## src/rtl/uart_tx_cfg.sv

```systemverilog
// -----------------------------------------------------------------------------
// uart_tx_cfg
//   Parametrised UART transmitter. Serialises one word per frame, LSB first:
//   start bit, NBIT_DATA data bits, optional parity bit, then 1 or 2 stop bits.
//   A one-entry holding register accepts the next word while a frame is in
//   flight, so consecutive frames go out back-to-back with no idle bit.
//   The bit timing comes from the baud-rate generator's tick strobe.
//
// Ports
//   clk           system clock, all state updates on posedge
//   reset         asynchronous, active-high reset
//   tick          one-clk strobe from the baud-rate generator
//   tx_start      load request; data_in is valid in the same cycle
//   data_in       word to transmit
//   tx_ready      holding register empty (tx_start will be accepted)
//   tx_busy       frame in progress
//   tx_done_tick  one-clk pulse at the end of each frame's last stop bit
//   tx_bit        registered serial line, idles high
// -----------------------------------------------------------------------------
module uart_tx_cfg #(
  parameter int NBIT_DATA  = 8,
  parameter int NUM_TICKS  = 16,
  parameter bit PARITY_EN  = 1'b0,
  parameter bit PARITY_ODD = 1'b0,
  parameter int STOP_BITS  = 1
) (
  input  logic                 clk,
  input  logic                 reset,
  input  logic                 tick,
  input  logic                 tx_start,
  input  logic [NBIT_DATA-1:0] data_in,
  output logic                 tx_ready,
  output logic                 tx_busy,
  output logic                 tx_done_tick,
  output logic                 tx_bit
);

  localparam int              TW        = $clog2(NUM_TICKS);
  localparam int              BW        = $clog2(NBIT_DATA);
  localparam logic [TW-1:0]   TICK_LAST = TW'(NUM_TICKS - 1);
  localparam logic [BW-1:0]   BIT_LAST  = BW'(NBIT_DATA - 1);
  localparam logic            STOP_LAST = (STOP_BITS == 2);

  typedef enum logic [2:0] {
    S_IDLE,
    S_START,
    S_DATA,
    S_PARITY,
    S_STOP
  } state_t;

  state_t               state;
  logic [TW-1:0]        tick_cnt;
  logic [BW-1:0]        bit_cnt;
  logic                 stop_cnt;
  logic [NBIT_DATA-1:0] shift_reg;
  logic [NBIT_DATA-1:0] hold_reg;
  logic                 parity_bit;

  logic bit_end;   // last tick of the current serial bit
  logic stop_end;  // last tick of the last stop bit
  logic transfer;  // hold register moves into the shifter this cycle

  assign bit_end  = tick && (tick_cnt == TICK_LAST);
  assign stop_end = bit_end && (state == S_STOP) && (stop_cnt == STOP_LAST);
  // tx_ready low means the holding register contains a word.
  assign transfer = !tx_ready && ((tick && (state == S_IDLE)) || stop_end);

  // Holding register. A load and a transfer cannot coincide: a load needs the
  // register empty, a transfer needs it full.
  // NOTE: the holding register is reset as well, so a word loaded before reset
  // can never leak into a frame sent after it.
  always_ff @(posedge clk or posedge reset) begin
    if (reset) begin
      hold_reg <= '0;
      tx_ready <= 1'b1;
    end else if (tx_start && tx_ready) begin
      hold_reg <= data_in;
      tx_ready <= 1'b0;
    end else if (transfer) begin
      tx_ready <= 1'b1;
    end
  end

  // Frame sequencer. All outputs are registered and only move on tick cycles,
  // except the done pulse which is cleared on the following clk.
  // NOTE: non-blocking assignments throughout, so every branch reads the
  // pre-edge value of state/counters regardless of statement order.
  always_ff @(posedge clk or posedge reset) begin
    if (reset) begin
      state        <= S_IDLE;
      tick_cnt     <= '0;
      bit_cnt      <= '0;
      stop_cnt     <= 1'b0;
      shift_reg    <= '0;
      parity_bit   <= 1'b0;
      tx_bit       <= 1'b1;
      tx_busy      <= 1'b0;
      tx_done_tick <= 1'b0;
    end else begin
      tx_done_tick <= 1'b0;
      if (tick) begin
        tick_cnt <= bit_end ? '0 : tick_cnt + 1'b1;
        case (state)
          S_IDLE: begin
            tick_cnt <= '0;
            tx_bit   <= 1'b1;
            if (!tx_ready) begin
              shift_reg  <= hold_reg;
              parity_bit <= (^hold_reg) ^ PARITY_ODD;
              tx_bit     <= 1'b0;
              tx_busy    <= 1'b1;
              state      <= S_START;
            end
          end

          S_START: begin
            if (bit_end) begin
              bit_cnt <= '0;
              tx_bit  <= shift_reg[0];
              state   <= S_DATA;
            end
          end

          S_DATA: begin
            if (bit_end) begin
              if (bit_cnt == BIT_LAST) begin
                if (PARITY_EN) begin
                  tx_bit <= parity_bit;
                  state  <= S_PARITY;
                end else begin
                  stop_cnt <= 1'b0;
                  tx_bit   <= 1'b1;
                  state    <= S_STOP;
                end
              end else begin
                shift_reg <= shift_reg >> 1;
                tx_bit    <= shift_reg[1];
                bit_cnt   <= bit_cnt + 1'b1;
              end
            end
          end

          S_PARITY: begin
            if (bit_end) begin
              stop_cnt <= 1'b0;
              tx_bit   <= 1'b1;
              state    <= S_STOP;
            end
          end

          S_STOP: begin
            if (bit_end) begin
              if (stop_cnt == STOP_LAST) begin
                tx_done_tick <= 1'b1;
                if (!tx_ready) begin
                  // Chain straight into the next frame's start bit.
                  shift_reg  <= hold_reg;
                  parity_bit <= (^hold_reg) ^ PARITY_ODD;
                  tx_bit     <= 1'b0;
                  state      <= S_START;
                end else begin
                  tx_bit  <= 1'b1;
                  tx_busy <= 1'b0;
                  state   <= S_IDLE;
                end
              end else begin
                stop_cnt <= stop_cnt + 1'b1;
              end
            end
          end

          default: begin
            tick_cnt <= '0;
            tx_bit   <= 1'b1;
            tx_busy  <= 1'b0;
            state    <= S_IDLE;
          end
        endcase
      end
    end
  end

endmodule

```

## config.mk

```make
export PLATFORM = sky130hd
export DESIGN_NAME = uart_tx_cfg
export DESIGN_NICKNAME = d
export VERILOG_FILES = /design/src/rtl/uart_tx_cfg.sv
export SDC_FILE = /design/constraint.sdc
export NUM_CORES = 1
export LEC_CHECK = 0
export ABC_AREA = 1
export CORE_AREA = 5 5 53 64
export DETAILED_ROUTE_END_ITERATION = 8
export DIE_AREA = 0 0 58 69
export PLACE_DENSITY = 0.81
export SYNTH_ARGS = -nofsm -noshare
export SYNTH_HDL_FRONTEND = slang
export SYNTH_SLANG_ARGS = --single-unit
```

## constraint.sdc

```tcl
create_clock -name clk -period 2.6 [get_ports clk]
set_input_delay 0.52 -clock clk [delete_from_list [all_inputs] [get_ports clk]]
set_output_delay 0.52 -clock clk [all_outputs]
set_load 0.02 [all_outputs]
```

Word level (Yosys, flattened, before mapping)
Cells that the tools add are included.
- output and inout port bits: 4
- logic and storage cells: 97
- bits of input ports: 12
- flip-flop bits (word level): 31
- mux-type cells: 46
- add/subtract/negate cells: 3
- bitwise gates (word level): 2
- equality and inequality tests: 15
- reduce and logical (&&, ||, !) cells: 21
- operators with widths (cell ; number):
    $mux W8 ; 5
    $mux W3 ; 10
    $pmux W8 S3 ; 1
    $reduce_and A6 Y1 ; 4
    $mux W1 ; 23
    $ne A2 B2 Y1 const B ; 9
    $pmux W3 S5 ; 1
    $mux W4 ; 2
    $reduce_and A8 Y1 ; 1
    $eq A3 B2 Y1 const B ; 2
    $eq A3 B3 Y1 const B ; 2
    $logic_and A1 B1 Y1 ; 6
    $pmux W1 S3 ; 2
    $pmux W3 S2 ; 1
    $reduce_bool A3 Y1 ; 2
    $pmux W1 S5 ; 1
    $reduce_and A5 Y1 ; 1
    $add A4 B1 Y4 const B ; 1
    $eq A4 B4 Y1 const B ; 1
    $reduce_bool A2 Y1 ; 2
    $reduce_or A4 Y1 ; 1
    $add A3 B1 Y3 const B ; 1
    $eq A3 B1 Y1 const B ; 1
    $logic_not A3 Y1 ; 1
    5 further kinds ; 6

Depth between registers and ports, before layout
Gate-level depths: netlist of run 1.
- word-level depth: 8
- gate-level depth with buffers: 9
- depth with buffers taken out: 9

Worst setup path before layout of run 1
No wires, ideal clock.
- path kind: register -> register
- from: register bit_cnt[0]
- to: register shift_reg[1]
- clock period less this slack: 1366 ps
- stages on the path, launching flop included: 9
- setup slack: 1234 ps
- buffers on the path: 0
- required time: 2484 ps
- data arrival time: 1249 ps
- setup time: 116 ps
- path through: dfrtp_1 -> ha_1 -> ha_1 -> inv_1 -> nand3_1 -> nand2_2 -> nand2_4 -> nand2_1 -> nand2_1
- longest elaborated chain between the ends: 3
- RTL lines (what ; RTL line ; text):
    start: declaration ; 54 ; logic [BW-1:0] bit_cnt;
    start signal: assignment ; 139 ; bit_cnt <= bit_cnt + 1'b1;
    $eq A3 B3 Y1 ; 127 ; if (bit_cnt == BIT_LAST) begin
    $ne A2 B2 Y1 (no line) ; n/a ;
    $reduce_and A6 Y1 (no line) ; n/a ;
    end signal: assignment ; 109 ; shift_reg <= hold_reg;
    end signal: assignment ; 137 ; shift_reg <= shift_reg >> 1;
    end signal: assignment ; 158 ; shift_reg <= hold_reg;
    end: declaration ; 56 ; logic [NBIT_DATA-1:0] shift_reg;
Every way passes these cells.
A chain may end at the register's enable or synchronous reset.

Worst setup path after layout of run 1
- from: register tx_ready
- to: output tx_ready
- RTL lines (what ; RTL line ; text):
    start: declaration ; 32 ; output logic tx_ready,
    start signal: assignment ; 76 ; tx_ready <= 1'b1;
    start signal: assignment ; 79 ; tx_ready <= 1'b0;
    start signal: assignment ; 81 ; tx_ready <= 1'b1;
No word-level cell between the ends.

==> out/results.ini, run 1 <==
[outcome]
status = finished clean

[cells_and_area]
layout_common_cells = nand2_1 (104), dfrtp_1 (28), nand3_1 (20)
mostFrequentLayoutCell = nand2_1
layout.nets = 238
syn_to_final_growth_pct = 15.22
diodes = 0
layout-drive-gt1-share_pct = 9.375

[detailed_routing]
ant_nets = 0
wire_per_inst_um = 11.01
drc_errors = 0
wirelength_mm = 2.841
dr.first_iter.drc_count = 25
vias = 1240
vias_per_cell = 4.806
dr.pass1.iters = 4

[worst_setup_path]
r2r_end = shift_reg[3]
setup.worst_path.start_class = flip-flop
crit_family = buffers and inverters
regToRegSetupSlack_ps = 1020
ff2ff_path_depth = 9
crit_required_ps = 2080
path_class = reg2out
worst_r2r_startpoint = state[2]
worst-path-max-fanout = 5
critPathSlowestCell = clkdlybuf4s50_1
cp_data_arrival_time_ps = 1520
critPathBufInv = 1
end_kind = output pin
slowest_delay_ps = 610
path_cells = clkdlybuf4s50_1

[pwr]
p_leak_nw = 0.9800
power_density_nw_per_um2 = 1003
vdd_drop_max_mv = 0.7589
finalPower_mw = 1.795

[synthesis]
synth_area_sq_um = 1554
avgSynthCellArea_sq_um = 7.693
syn_inst = 202
syn-num-nets = 217
ys_ff_latch = 30
yosysSeqAreaShare_pct = 48.47
synth_cell_type_count = 23
ys.warnings.count = 0

[sta]
period_share_pct = 78.50
worst_pin_slew_ps = 363.8
maxSlewHeadroom_pct = 75.75
period_needed_ps = 2041
slew_viol_final = 0
setup_violations = 0
timing.final.ws_setup_ps = 559.1
clock_skew_ps = 4.727
rsz0062_at_grt = false
setup_tns_ps = 0
fmax_mhz = 490.0
fin_hold_ws_ps = 487.2
finalHoldViolCount = 0

[hold_path]
holdPathEnd = hold_reg[4]
hold_start = hold_reg[4]
holdPathStages = 2
hp-class = reg2reg

[clock_tree]
cts_tree = built
clkSinkCount = 30
cts_resized = 0
path_clk_slew_ps = 90
htreeDepth = 2
clk_latency_ps = 320
postCtsSetupBuffers = 0
cts_root_buffer = clkbuf_4
cts_hold_buf = 0
numCtsBuffers = 5
clockBufferDepth = 2

[global_routing]
grt_pass1_wl_mm = 5.064
grtUsageMet1_pct = 21.57
grt_max_degree = 31
grt_pass1_vias = 1179
grt_use_total_pct = 16.34
gr-usage-met2_pct = 22.49
antenna_found_initial = 0
gr-total-overflow = 0
top_usage_layer = met2
grtUsageMet3_pct = 5.224

[floorplan]
rows = 21
die-area_sq_um = 4002
die_y_um = 69
die_w_um = 58
pin_count = 16
coreArea_sq_um = 2733
start_util_pct = 56.87

[placement]
place_congestion = 0.8867
preCtsSetupSlack_ps = 555.5
io_buffers = 15
post-dp-hpwl_mm = 2.210

[run]
drv_cap = 0

## area by class of cell
| type | instances | area (sq um) |
|---|---|---|
| multi-input cells | 152 | 706.9 |
| repair buffers | 17 | 165.2 |
| clock buffers | 8 | 58.81 |
| fillers | 252 | 942.2 |
| inverters | 17 | 63.81 |
| well taps | 34 | 42.54 |
| flip-flops and latches | 30 | 753.2 |
## stage by stage
step                      util, %  cells  instance area (sq um)
after floorplan                 -    202                   1554
after global placement      63.37    250                   1732
after detailed placement    63.37    250                   1732
after CTS                   65.52    258                   1790
after global routing        65.52    258                   1790
final                       65.52    258                   1790
## where the power goes
group,total [mW],switching [mW],internal [mW]
Clock,0.285,0.152,0.133
Combinational,0.724,0.451,0.273
Sequential,0.786,0.139,0.648
Total,1.80,0.741,1.05
## synthesized netlist by cell type (all sizes together)
master / count / area share, %
dfstp: 2 / 3.4
nor2: 7 / 2.8
nand4: 1 / 0.40
ha: 3 / 2.4
mux2i: 1 / 0.64
a21o: 1 / 0.48
nand2: 108 / 27
nand3b: 1 / 0.48
inv: 16 / 3.9
buf: 3 / 1.9
o21ai: 7 / 3.0
nand3: 21 / 7.1
clkinv: 1 / 0.24
dfrtp: 28 / 45
xor2: 2 / 1.1
## cells by family after synthesis
family	after synthesis	share of synthesized area, %
xor gates and xnor gates	2	1.127
adders and majority gates	3	2.416
AOI/OAI and AO/OA	8	3.463
muxes	1	0.6441
and+or+nand+nor	138	37.84
buffers and inverters	20	6.039
DFF	30	48.47
## worst max-delay path by stage
stage	to	slack [ps]	cells past startpoint	startpoint
global placement	shift_reg[7]	630	8	tick
detailed placement	shift_reg[3]	560	8	tick
floorplan	shift_reg[1]	1230	8	bit_cnt[0]
finish	tx_ready	560	1	tx_ready
global route	tx_ready	510	1	tx_ready
CTS	tx_ready	540	1	tx_ready
## metal layers
metal,share of wire (%),up-vias
met2,46,29
met1,47,539
li1,-,666
met5,0,-
met3,5.1,6
met4,2.0,0
No activity file was read; power rests on OpenSTA's default activity.
==> run 2, diff against run 1 <==
--- a/config.mk
+++ b/config.mk
@@ -6,10 +6,10 @@
 export NUM_CORES = 1
 export LEC_CHECK = 0
 export ABC_AREA = 1
-export CORE_AREA = 5 5 53 64
+export CORE_AREA = 5 5 55 67
 export DETAILED_ROUTE_END_ITERATION = 8
-export DIE_AREA = 0 0 58 69
-export PLACE_DENSITY = 0.81
+export DIE_AREA = 0 0 60 72
+export PLACE_DENSITY = 0.75
 export SYNTH_ARGS = -nofsm -noshare
 export SYNTH_HDL_FRONTEND = slang
 export SYNTH_SLANG_ARGS = --single-unit
==> constraint.sdc (replaced) <==
create_clock -name clk -period 1.9 [get_ports clk]
set_input_delay 0.38 -clock clk [delete_from_list [all_inputs] [get_ports clk]]
set_output_delay 0.38 -clock clk [all_outputs]
set_load 0.02 [all_outputs]
==> run 2 against run 1 <==
Power grew 42%; combinational power is 36% higher; first-iteration DRC count grew 4.0%; worst hold slack got worse by 68 ps; largest power group unchanged; sequential power is 37% higher; final cell count is 1.6% higher; highest routed layer unchanged; flip-flop and latch count unchanged; critical endpoint is now tx_bit.
==> out/results.ini, run 2 (same netlist as run 1, synthesis figures left out) <==
[sta]
maxSlewHeadroom_pct = 75.00  ; -0.74 points
finalHoldViolCount = 0  ; unchanged
clock_skew_ps = 6.611  ; +1.883 ps
slew_viol_final = 0  ; unchanged
setup_violations = 0  ; unchanged
period_share_pct = 96.79
timing.final.ws_setup_ps = 61.03  ; -498.0 ps
worst_pin_slew_ps = 374.9  ; +11.17 ps
fmax_mhz = 543.8
rsz0062_at_grt = false
period_needed_ps = 1839
setup_tns_ps = 0  ; unchanged

[detailed_routing]
ant_nets = 0  ; unchanged
dr.pass1.iters = 4  ; unchanged
wire_per_inst_um = 10.98  ; -0.28%
dr.first_iter.drc_count = 26  ; +4.0%
vias_per_cell = 4.828  ; +0.46%
vias = 1265  ; +2.0%
drc_errors = 0  ; unchanged
wirelength_mm = 2.877  ; +1.3%

[run]
drv_cap = 0  ; unchanged

[pwr]
p_clk_share_pct = 19.1  ; +3.2 points
power_switching_mw = 1.011  ; +36%
vdd_drop_max_mv = 0.7988  ; +5.3%
power_density_nw_per_um2 = 1399  ; +40%
netSwitchingFraction_pct = 39.62  ; -1.7 points
p_leak_nw = 0.9982  ; +1.9%
p_int_mw = 1.540  ; +46%
p_seq_share_pct = 42.3  ; -1.5 points
p_comb_share_pct = 38.6  ; -1.7 points

[global_routing]
grt_max_degree = 31  ; unchanged
gr-total-overflow = 0  ; unchanged
grtUsageMet1_pct = 20.59  ; -0.97 points
top_usage_layer = met2
grt_pass1_wl_mm = 4.885  ; -3.5%
grt_use_total_pct = 15.13  ; -1.2 points
antenna_found_initial = 0  ; unchanged
grt_pass1_vias = 1112  ; -5.7%
grtUsageMet3_pct = 5.338  ; +0.11 points
gr-usage-met2_pct = 21.51  ; -0.97 points

[floorplan]
rows = 22  ; +4.8%
die_w_um = 60  ; +3.4%
die_y_um = 72  ; +4.3%
pin_count = 16  ; unchanged
start_util_pct = 52.27  ; -4.6 points
die-area_sq_um = 4320  ; +7.9%
coreArea_sq_um = 2973  ; +8.8%

[worst_setup_path]
path_class = reg2out
end_kind = output pin
critPathBufInv = 1  ; unchanged
setup.worst_path.start_class = flip-flop
critPathSlowestCell = clkdlybuf4s50_1
cp_data_arrival_time_ps = 1460  ; -60 ps
worst-path-max-fanout = 2  ; -3
path_cells = clkdlybuf4s50_1
crit_required_ps = 1520  ; -560 ps
crit_family = buffers and inverters
slowest_delay_ps = 600  ; about the same

[clock_tree]
cts_root_buffer = clkbuf_4
numCtsBuffers = 5  ; unchanged
clk_latency_ps = 320  ; about the same
cts_hold_buf = 0  ; unchanged
clockBufferDepth = 2  ; unchanged
path_clk_slew_ps = 90  ; about the same
postCtsSetupBuffers = 0  ; unchanged
cts_resized = 1  ; +1
cts_tree = built
htreeDepth = 2  ; unchanged
clkSinkCount = 30  ; unchanged

[hold_path]
hp-class = in2async

[cells_and_area]
diodes = 0  ; unchanged
final_area_sq_um = 1823  ; +1.8%
mostFrequentLayoutCell = nand2_1
syn_to_final_growth_pct = 17.31
multi_input_area_sq_um = 706.9  ; unchanged
layout.nets = 240  ; +0.84%
seqCellArea_sq_um = 753.2  ; unchanged
layout-drive-gt1-share_pct = 10.18  ; +0.80 points
nFillCells = 276  ; +9.5%
layout_common_cells = nand2_1 (104), dfrtp_1 (28), nand3_1 (20)

[placement]
preCtsSetupSlack_ps = 30.53  ; -525.0 ps
place_congestion = 0.8154  ; -8.0%
dpl_cell_area_sq_um = 1749  ; +1.0%
io_buffers = 15  ; unchanged
post-dp-hpwl_mm = 2.138  ; -3.3%

[outcome]
status = finished clean

## run 2: worst paths after layout
kind,from,endpoint,slack (ps),cells after the start
worst min register to register,shift_reg[7],shift_reg[7],480,2
worst max-delay path,tx_bit,tx_bit,60,1
worst min-delay path,reset,tx_done_tick,420,3
min in group clk,shift_reg[7],shift_reg[7],480,2
worst max register to register,bit_cnt[0],shift_reg[2],350,8
max in group asynchronous,reset,tx_ready,1170,3
## run 2: layer usage
metal / up-vias / wire, um / part of all wire [%]
met2: 18 / 1349 / 47
met3: 4 / 93 / 3.2
li1: 675 / - / -
met1: 568 / 1386 / 48
met5: - / 0 / 0
met4: 0 / 47 / 1.6
## run 2: area by class of cell
class	instances	share of cell area [%]
Clock inverter	1	1.647
Sequential cell	30	41.32
Timing Repair Buffer	19	9.815
Tap cell	36	2.471
Multi-Input combinational cell	152	38.78
Inverter	17	3.500
Clock buffer	7	2.471
## run 2: power by group through the flow
stage,Clock (mW),Sequential [mW],Combinational [mW]
after floorplan,0,1.06,0.756
after global placement,0,1.08,0.981
after detailed placement,0,1.08,0.995
after CTS,0.502,1.08,0.993
after global routing,0.538,1.11,1.14
final,0.486,1.08,0.985
## run 2: metrics by stage
step / hold slack [ps] / utilization, % / power, mW / instances
floorplan: 442.2 / - / 1.819 / 202
global placement: 462.8 / 58.84 / 2.061 / 254
detailed placement: 460.9 / 58.84 / 2.078 / 254
CTS: 418.3 / 61.32 / 2.571 / 262
global route: 440.5 / 61.32 / 2.790 / 262
finish: 418.8 / 61.32 / 2.551 / 262
==> run 3, diff against run 2 <==
--- a/config.mk
+++ b/config.mk
@@ -13,3 +13,4 @@
 export SYNTH_ARGS = -nofsm -noshare
 export SYNTH_HDL_FRONTEND = slang
 export SYNTH_SLANG_ARGS = --single-unit
+export TNS_END_PERCENT = 20
==> results of run 3 <==
The final DEF is identical to that of run 2; final timing and power are the same.
